$ cat config.mk
export PLATFORM = sky130hd
export DESIGN_NAME = div16x8_seq
export DESIGN_NICKNAME = d
export VERILOG_FILES = /design/src/rtl/div16x8_seq.sv
export SDC_FILE = /design/constraint.sdc
export NUM_CORES = 1
export LEC_CHECK = 0
export ABC_AREA = 1
export BUFFER_PORTS_ARGS = -buffer_cell sky130_fd_sc_hd__buf_2
export CORE_MARGIN = 1
export CORE_UTILIZATION = 44
export DETAILED_ROUTE_END_ITERATION = 8
export PLACE_DENSITY_LB_ADDON = 0.2
export RECOVER_POWER = 50
export SYNTH_ARGS = -nofsm -noshare
export SYNTH_HDL_FRONTEND = slang
export SYNTH_SLANG_ARGS = --single-unit
$ cat constraint.sdc
create_clock -name clk -period 2.24 [get_ports clk]
set_input_delay 0.112 -clock clk [delete_from_list [all_inputs] [get_ports clk]]
set_output_delay 0.112 -clock clk [all_outputs]
set_load 0.02 [all_outputs]
$ cat src/rtl/div16x8_seq.sv
// div16x8_seq: sequential restoring divider, 16-bit dividend / 8-bit divisor.
// Produces one quotient bit per clock and uses valid/ready handshakes on both sides.
// Optional feature macro: DIV_QUOT_OVF_EN.
//   When it is defined, quot_ovf flags quotients that do not fit in 8 bits.
//   When it is undefined, quot_ovf is tied to 0.

module div16x8_seq (
  input  logic        clk,
  input  logic        rst,
  input  logic        in_valid,
  output logic        in_ready,
  input  logic [15:0] dividend,
  input  logic [7:0]  divisor,
  output logic        out_valid,
  input  logic        out_ready,
  output logic [15:0] quotient,
  output logic [7:0]  remainder,
  output logic        div_by_zero,
  output logic        quot_ovf
);

  typedef enum logic [1:0] {StIdle, StRun, StDone} state_e;

  state_e      r_state;
  state_e      w_state_next;

  logic [15:0] r_q;      // dividend shifting out, quotient bits shifting in
  logic [7:0]  r_r;      // partial remainder
  logic [7:0]  r_div;
  logic [3:0]  r_cnt;
  logic [15:0] r_quot;
  logic [7:0]  r_rem;
  logic        r_dbz;

  logic        w_accept;
  logic        w_div_zero;
  logic        w_last;
  logic [8:0]  w_s;
  logic        w_ge;
  logic [7:0]  w_r_next;
  logic [15:0] w_q_next;

  assign w_accept   = in_valid & in_ready;
  assign w_div_zero = (divisor == 8'd0);
  assign w_last     = (r_cnt == 4'd15);

  // One restoring step.
  // The compare is 9 bits wide so that a carried-out bit in s[8] always forces a subtract.
  assign w_s      = {r_r, r_q[15]};
  assign w_ge     = (w_s >= {1'b0, r_div});
  assign w_r_next = w_ge ? 8'(w_s - {1'b0, r_div}) : w_s[7:0];
  assign w_q_next = {r_q[14:0], w_ge};

  // State register
  always_ff @(posedge clk or posedge rst) begin
    if (rst) begin
      r_state <= StIdle;
    end else begin
      r_state <= w_state_next;
    end
  end

  // Next-state logic
  always_comb begin
    w_state_next = r_state;
    unique case (r_state)
      StIdle: begin
        if (in_valid) begin
          w_state_next = w_div_zero ? StDone : StRun;
        end
      end
      StRun: begin
        if (w_last) begin
          w_state_next = StDone;
        end
      end
      StDone: begin
        if (out_ready) begin
          w_state_next = StIdle;
        end
      end
      default: w_state_next = StIdle;
    endcase
  end

  // Handshake outputs decoded from state
  always_comb begin
    in_ready  = (r_state == StIdle);
    out_valid = (r_state == StDone);
  end

  // Datapath: operand load, iteration and result capture
  always_ff @(posedge clk or posedge rst) begin
    if (rst) begin
      r_q    <= 16'd0;
      r_r    <= 8'd0;
      r_div  <= 8'd0;
      r_cnt  <= 4'd0;
      r_quot <= 16'd0;
      r_rem  <= 8'd0;
      r_dbz  <= 1'b0;
    end else begin
      unique case (r_state)
        StIdle: begin
          if (w_accept) begin
            r_div <= divisor;
            r_q   <= dividend;
            r_r   <= 8'd0;
            r_cnt <= 4'd0;
            if (w_div_zero) begin
              r_quot <= 16'hFFFF;
              r_rem  <= dividend[7:0];
              r_dbz  <= 1'b1;
            end
          end
        end
        StRun: begin
          r_q   <= w_q_next;
          r_r   <= w_r_next;
          r_cnt <= r_cnt + 4'd1;
          if (w_last) begin
            r_quot <= w_q_next;
            r_rem  <= w_r_next;
            r_dbz  <= 1'b0;
          end
        end
        default: ;
      endcase
    end
  end

  assign quotient    = r_quot;
  assign remainder   = r_rem;
  assign div_by_zero = r_dbz;

`ifdef DIV_QUOT_OVF_EN
  logic r_ovf;

  // Overflow flag, captured alongside the result
  always_ff @(posedge clk or posedge rst) begin
    if (rst) begin
      r_ovf <= 1'b0;
    end else if ((r_state == StIdle) && w_accept && w_div_zero) begin
      r_ovf <= 1'b1;
    end else if ((r_state == StRun) && w_last) begin
      r_ovf <= |w_q_next[15:8];
    end
  end

  assign quot_ovf = r_ovf;
`else
  assign quot_ovf = 1'b0;
`endif

endmodule

==> metrics.md, run 1 <==
| Metric | Value |
|---|---|
| Outcome | `completed` |
| Area growth from synthesis to layout | `18.95%` |
| Reg2Reg Depth | `10` |
| Post-Route WL | `8.129 mm` |
| Met1 WL | `3.774 mm` |
| Share of layout cells above drive strength 1 | `13.60%` |
| Fin area | `3904 µm²` |
| Post-synthesis sequential area ratio | `48.04%` |
| Post-route minimum period | `2.022 ns` |
| Startpoint types | `register` |
| Distinct cells, synth | `35` |
| Final hold slack | `0.05277 ns` |
| Period Utilization, post-route | `90.29%` |
| Vias in the first global route | `2652` |
| RSZ-0062 raised after global routing | `false` |
| FFs w/ async S/R, synth | `100.0%` |
| Max_cap viols | `0` |
| Syn Area/Cell | `8.083 µm²` |
| Vias per inst | `5.024` |
| CTS sink count | `63` |
| Starting Density | `45.49%` |
| Critical path endpoint category | `register` |
| Post-synth top flop | `dfrtp_1` |
| Placed Instance Area | `3656 µm²` |
| CTS tree | `done` |
| Least-Margin Pin Slew | `1.164 ns` |
| Via count | `2899` |
| I/O Buffers | `54` |
| Cell count after synthesis | `406` |
| Clk slew on worst S/H paths | `0.08 ns` |
| CTS buffer count | `9` |
| Final setup vio count | `0` |
| Ant diodes | `0` |
| Peak supply drop | `0.9735 mV` |
| Crit path DAT | `2.26 ns` |
| Top cell by count, worst path | `nand2_1` |
| Core ar. | `7214 µm²` |
| Synth Warn # | `0` |
| HPWL after DPL | `5.770 mm` |
| Slowest CP cell | `dfrtp_1` |
| PwrDens | `1758 nW/µm²` |
| R2R Path Start | `r_r[3]$_DFFE_PP0P_` |
| Leakage | `1.961 nW` |
| Number of synthesized flops with an enable pin | `0` |
| DRC viols | `0` |
| Largest net degree at the start of global routing | `50` |
| Max Fclk | `494.5 MHz` |
| Crit-path cells | `ha_1, nand2_1, nor2_1, nand2_1, nand3_1, nand3_2, nand4_1, nand3_1, nand2_1, inv_1` |
| Std-Cell Rows | `31` |
| Hold Vio Cnt, Final | `0` |
| Crit-path max cell delay | `0.42 ns` |
| Hold path start | `divisor[0]` |
| Die Ht | `88.37 µm` |
| Post-route ant nets | `0` |
| Clk root buf | `clkbuf_8` |
| # nets final | `511` |
| Global placement routability congestion | `0.8729` |
| Pre-antenna DRT Iters | `4` |
| DRT iter0 DRCs | `169` |
| H-Tree Depth | `3` |
| Worst hold endpoint | `r_div[0]$_DFFE_PP0P_` |
| First-pass GRT wire length | `13.00 mm` |
| Worst-skew pair later-pin latency | `0.34 ns` |
| Highest metal layer with signal wires | `met4` |
| WL met3 | `393 µm` |
| Hold Path Stages | `3` |
| WL/cell | `14.09 µm` |
| Die Wd | `88.37 µm` |
| Worst-path maximum fanout | `9` |
| Gr usage total | `22.40%` |
| Max_slew headroom | `22.30%` |
| Total Neg Setup Slack | `0 ns` |
| Setup CP Type | `reg -> reg` |
| FF-to-FF setup slack | `0.22 ns` |
| Skew final | `0.007649 ns` |
| CP required | `2.48 ns` |
| Initial antenna violation count | `0` |
| Io pins | `56` |
| Final Max Tran Viols | `0` |
| Post-Syn Nets | `444` |
| GR Overflow Total | `0` |
| Worst min path class | `in -> reg` |
| Met2 wire length | `3.816 mm` |
| FF-to-FF End | `remainder[7]$_DFFE_PP0P_` |
| Post-Synthesis Cell Area | `3282 µm²` |
| Maximum clock path buffer count | `2` |
| Yosys reg bits | `63` |
| Die area | `7808 µm²` |
[layout make-up]
type | instances | area [µm²]
fillers | 748 | 3311
clock inverters | 7 | 72.57
multi-input cells | 261 | 1370
clock buffers | 9 | 123.9
flip-flops and latches | 63 | 1577
repair buffers | 72 | 387.9
inverters | 66 | 249.0
well taps | 99 | 123.9
[cell families after synthesis]
| logic type | synth area share [%] |
|---|---|
| buf+inv | 10.22 |
| compound gates | 10.87 |
| fa+ha+maj | 4.041 |
| xor+xnor | 1.068 |
| simple gates | 25.66 |
| flops | 48.04 |
| other cells | 0.1143 |
[per-layer routing]
layer  vias to the layer above  global-route usage [%]
met5                         -                       0
met4                         0                   7.625
met3                        15                   5.131
met2                        84                   34.13
met1                      1346                   31.50
li1                       1454                       -
[through the flow]
stage | instances | setup slack [ns] | utilization, % | total power [mW]
2_1_floorplan | 406 | 0.5280 | - | 4.830
3_3_place_gp | 552 | 0.1065 | 50.68 | 5.843
3_5_place_dp | 552 | 0.1397 | 50.68 | 5.884
4_1_cts | 576 | 0.1216 | 54.51 | 6.917
5_1_grt | 577 | 0.01994 | 54.11 | 7.493
6_report | 577 | 0.2176 | 54.11 | 6.864
[cells in the final DEF (no fill, tap or decap), types with 2 or more instances in the layout]
cell,instances
nor2_4,2
ha_1,9
inv_1,62
buf_4,8
inv_2,3
clkbuf_2,2
clkinv_2,3
o211ai_1,3
clkbuf_8,9
nand2_2,2
a21oi_1,13
nor3_1,8
clkinvlp_4,2
a221oi_1,7
nor2_1,42
or2_0,7
nand4_1,12
a22oi_1,6
clkbuf_1,26
dfrtp_1,63
xor2_1,3
a31oi_1,8
o21ai_0,17
dlygate4sd3_1,8
nand3_1,36
nand2_1,75
buf_2,28
[state kept, by name (all words and copies together), names as in the netlist]
signal,count
quotient,16
r_q,16
r_div,8
r_r,8
remainder,8
r_cnt,4
r_state,2
div_by_zero,1
[synthesized netlist by cell type, drive strengths merged, types with 3 or more instances]
| master | count | share of area (%) |
|---|---|---|
| dfrtp | 63 | 48 |
| o211ai | 3 | 0.69 |
| o21ai | 18 | 2.7 |
| nand2 | 77 | 9.0 |
| buf | 12 | 2.2 |
| a21oi | 13 | 2.0 |
| inv | 66 | 7.5 |
| nor3 | 8 | 1.2 |
| clkbuf | 4 | 0.46 |
| a221oi | 7 | 1.9 |
| nor2 | 45 | 5.7 |
| ha | 9 | 3.4 |
| nand3 | 37 | 5.8 |
| a22oi | 6 | 1.4 |
| a31oi | 8 | 1.5 |
| or2 | 9 | 1.7 |
| nand4 | 12 | 2.3 |
| xor2 | 3 | 0.80 |
[where the power goes]
group / switching [mW] / internal (mW) / total [mW]
Clock: 0.482 / 0.515 / 0.998
Combinational: 2.61 / 1.29 / 3.90
Sequential: 0.277 / 1.69 / 1.97
[worst max-delay path by stage]
stage                        from  cells past startpoint                        to  slack [ns]
2_1_floorplan  r_r[1]$_DFFE_PP0P_                     11  remainder[7]$_DFFE_PP0P_        0.53
3_3_place_gp   r_r[5]$_DFFE_PP0P_                      9  remainder[7]$_DFFE_PP0P_        0.11
3_5_place_dp   r_r[5]$_DFFE_PP0P_                      9  remainder[7]$_DFFE_PP0P_        0.14
4_1_cts        r_r[5]$_DFFE_PP0P_                      9  remainder[7]$_DFFE_PP0P_        0.12
5_1_grt        r_r[3]$_DFFE_PP0P_                     10  remainder[7]$_DFFE_PP0P_        0.02
6_report       r_r[3]$_DFFE_PP0P_                     10  remainder[7]$_DFFE_PP0P_        0.22
[worst max-delay path: cells and delay by family, from the launching register on]
kind                       cells  cell delay (ns)
and+or+nand+nor                8             1.10
buffers and inverters          1             0.03
DFF                            1             0.42
adders and majority gates      1             0.37
[what timing repair did]
action                                 4_1_cts  5_1_grt
setup endpoints to repair                    0        5
hold buffers                                 8        0
setup buffers                                0        1
endpoints found under the hold margin       35        0
gates resized for setup                      0        1
Note: power is estimated with default switching activity, not from simulation.
==> run 2, diff against run 1 <==
==> constraint.sdc (replaced) <==
create_clock -name clk -period 2.05 [get_ports clk]
set_input_delay 0.1025 -clock clk [delete_from_list [all_inputs] [get_ports clk]]
set_output_delay 0.1025 -clock clk [all_outputs]
set_load 0.02 [all_outputs]
==> run 2 against run 1 <==
Count of clock-buffer cells in the layout increased by 1. Sequential share of layout area is 0.76 points lower. Non-clock buffer count is 4 higher. Largest power group unchanged. Clock power is essentially flat. Final area is 1.9% higher. Sequential power is 9.6% higher. Final cell count up 0.69%. Combinational power increased by 15%. Wire length grew 1.2%.
==> metrics.md, run 2 (synthesis gave the netlist of run 1 again) <==
| Metric | Value |
|---|---|
| # nets final | `515` |
| First-pass GRT wire length | `13.35 mm` |
| Peak supply drop | `1.262 mV` |
| I/O Buffers | `54` |
| Starting Density | `45.49%` |
| DRC viols | `0` |
| Hold Vio Cnt, Final | `0` |
| Die Ht | `88.37 µm` |
| Worst min path class | `in -> reg` |
| Final Total Pwr | `7.645 mW` |
| DRT iter0 DRCs | `182` |
| Pre-antenna DRT Iters | `5` |
| CTS sink count | `63` |
| CTS buffer count | `9` |
| Global placement routability congestion | `0.8843` |
| Clock power share | `13.2%` |
| Worst-skew pair later-pin latency | `0.35 ns` |
| Outcome | `completed` |
| Largest net degree at the start of global routing | `37` |
| Post-route ant nets | `0` |
| Leakage | `2.009 nW` |
| Most common cell after layout, fill and taps aside | `nand2_1` |
| Max_cap viols | `0` |
| HPWL after DPL | `6.002 mm` |
| Die area | `7808 µm²` |
| Setup CP Type | `reg -> reg` |
| CTS tree | `done` |
| H-Tree Depth | `3` |
| Comb pwr share | `58.4%` |
| Clk root buf | `clkbuf_8` |
| Vias in the first global route | `2747` |
| Post-route minimum period | `1.897 ns` |
| Final setup vio count | `0` |
| CP required | `2.29 ns` |
| Area growth from synthesis to layout | `21.24%` |
| Ant diodes | `0` |
| Fin area | `3979 µm²` |
| Io pins | `56` |
| Share of layout cells above drive strength 1 | `18.67%` |
| Maximum clock path buffer count | `2` |
| Postcts setup bufs | `0` |
| Max_slew headroom | `39.13%` |
| Commonest non-fill, non-tap cells in the layout | `nand2_1, dfrtp_1, inv_1` |
| Least-Margin Pin Slew | `0.9131 ns` |
| P_sw | `3.735 mW` |
| Skew final | `0.008187 ns` |
| Period Utilization, post-route | `92.51%` |
| Clk slew on worst S/H paths | `0.07 ns` |
| Placed Instance Area | `3714 µm²` |
| Internal Power | `3.910 mW` |
| Sequential Power Share | `28.3%` |
| Die Wd | `88.37 µm` |
| WL/cell | `14.16 µm` |
| Core ar. | `7214 µm²` |
| Initial antenna violation count | `0` |
| Post-Route WL | `8.229 mm` |
| Worst-path maximum fanout | `9` |
| Critical path endpoint category | `register` |
| Final Max Tran Viols | `0` |
| Startpoint types | `register` |
| PwrDens | `1921 nW/µm²` |
| Std-Cell Rows | `31` |
| Via count | `2945` |
| Sw Ratio | `48.86%` |
| Gr usage total | `22.73%` |
| Fill count | `750` |
| GR Overflow Total | `0` |
| Vias per inst | `5.069` |
| Max Fclk | `527.3 MHz` |
| Crit path DAT | `2.14 ns` |
## run 2: what timing repair did
item                                   4_1_cts  5_1_grt
hold buffers                                 7        0
pin swaps                                    0        1
resized for setup                            1        7
setup endpoints to repair                    2       10
endpoints found under the hold margin       69        0
## run 2: path summary, 6_finish.rpt
| kind | startpoint | to | slack (ns) | cells after the start |
|---|---|---|---|---|
| min | divisor[7] | r_div[7]$_DFFE_PP0P_ | 0.03 | 3 |
| min reg2reg | r_div[0]$_DFFE_PP0P_ | r_div[0]$_DFFE_PP0P_ | 0.48 | 2 |
| max in group asynchronous | rst | r_q[5]$_DFFE_PP0P_ | 0.75 | 4 |
| min in group asynchronous | rst | r_div[3]$_DFFE_PP0P_ | 0.19 | 3 |
| max | r_r[2]$_DFFE_PP0P_ | remainder[6]$_DFFE_PP0P_ | 0.15 | 10 |
| max reg2reg | r_r[2]$_DFFE_PP0P_ | remainder[6]$_DFFE_PP0P_ | 0.15 | 10 |
## run 2: through the flow
stage | std cells | setup TNS [ns] | setup slack, ns | util, % | hold slack (ns)
6_report | 581 | 0 | 0.1535 | 55.15 | 0.02763
5_1_grt | 581 | -0.006055 | -0.006055 | 55.15 | 0.03364
4_1_cts | 581 | 0 | 0.07638 | 54.99 | 0.02964
3_5_place_dp | 558 | 0 | 0.005945 | 51.47 | -0.02648
3_3_place_gp | 558 | -0.006870 | -0.006870 | 51.47 | -0.02578
2_1_floorplan | 406 | 0 | 0.3380 | - | 0.2191
## run 2: power groups by stage
stage / combinational, mW / clock, mW / sequential (mW)
2_1_floorplan: 2.88 / 0 / 2.40
3_3_place_gp: 4.35 / 0 / 2.16
3_5_place_dp: 4.39 / 0 / 2.18
4_1_cts: 4.42 / 1.03 / 2.15
5_1_grt: 5.04 / 1.08 / 2.23
6_report: 4.47 / 1.01 / 2.16
## run 2: area by class of cell
class	instances	area (µm²)	area share [%]
Clock buffer	10	137.6	3.459
Multi-Input combinational cell	261	1405	35.31
Sequential cell	63	1577	39.62
Clock inverter	6	43.79	1.101
Tap cell	99	123.9	3.113
Inverter	66	247.7	6.226
Timing Repair Buffer	76	444.2	11.16
## run 2: worst max-delay path: stages (launching register included)
cell and delay [ns]:
dfrtp_1 0.42, ha_2 0.39, nand2_1 0.11, nor2_2 0.15, nand2_1 0.08, nand3_1 0.15
nand3_4 0.16, nand4_1 0.14, nand3_1 0.10, nand2_1 0.07, inv_1 0.03
## run 2: routing by layer
metal	up-vias	wire length [µm]	GRT usage, %
met5	-	0	0
met4	0	134	8.944
met3	11	306	3.731
met2	64	3827	35.66
met1	1401	3960	31.58
li1	1469	-	-
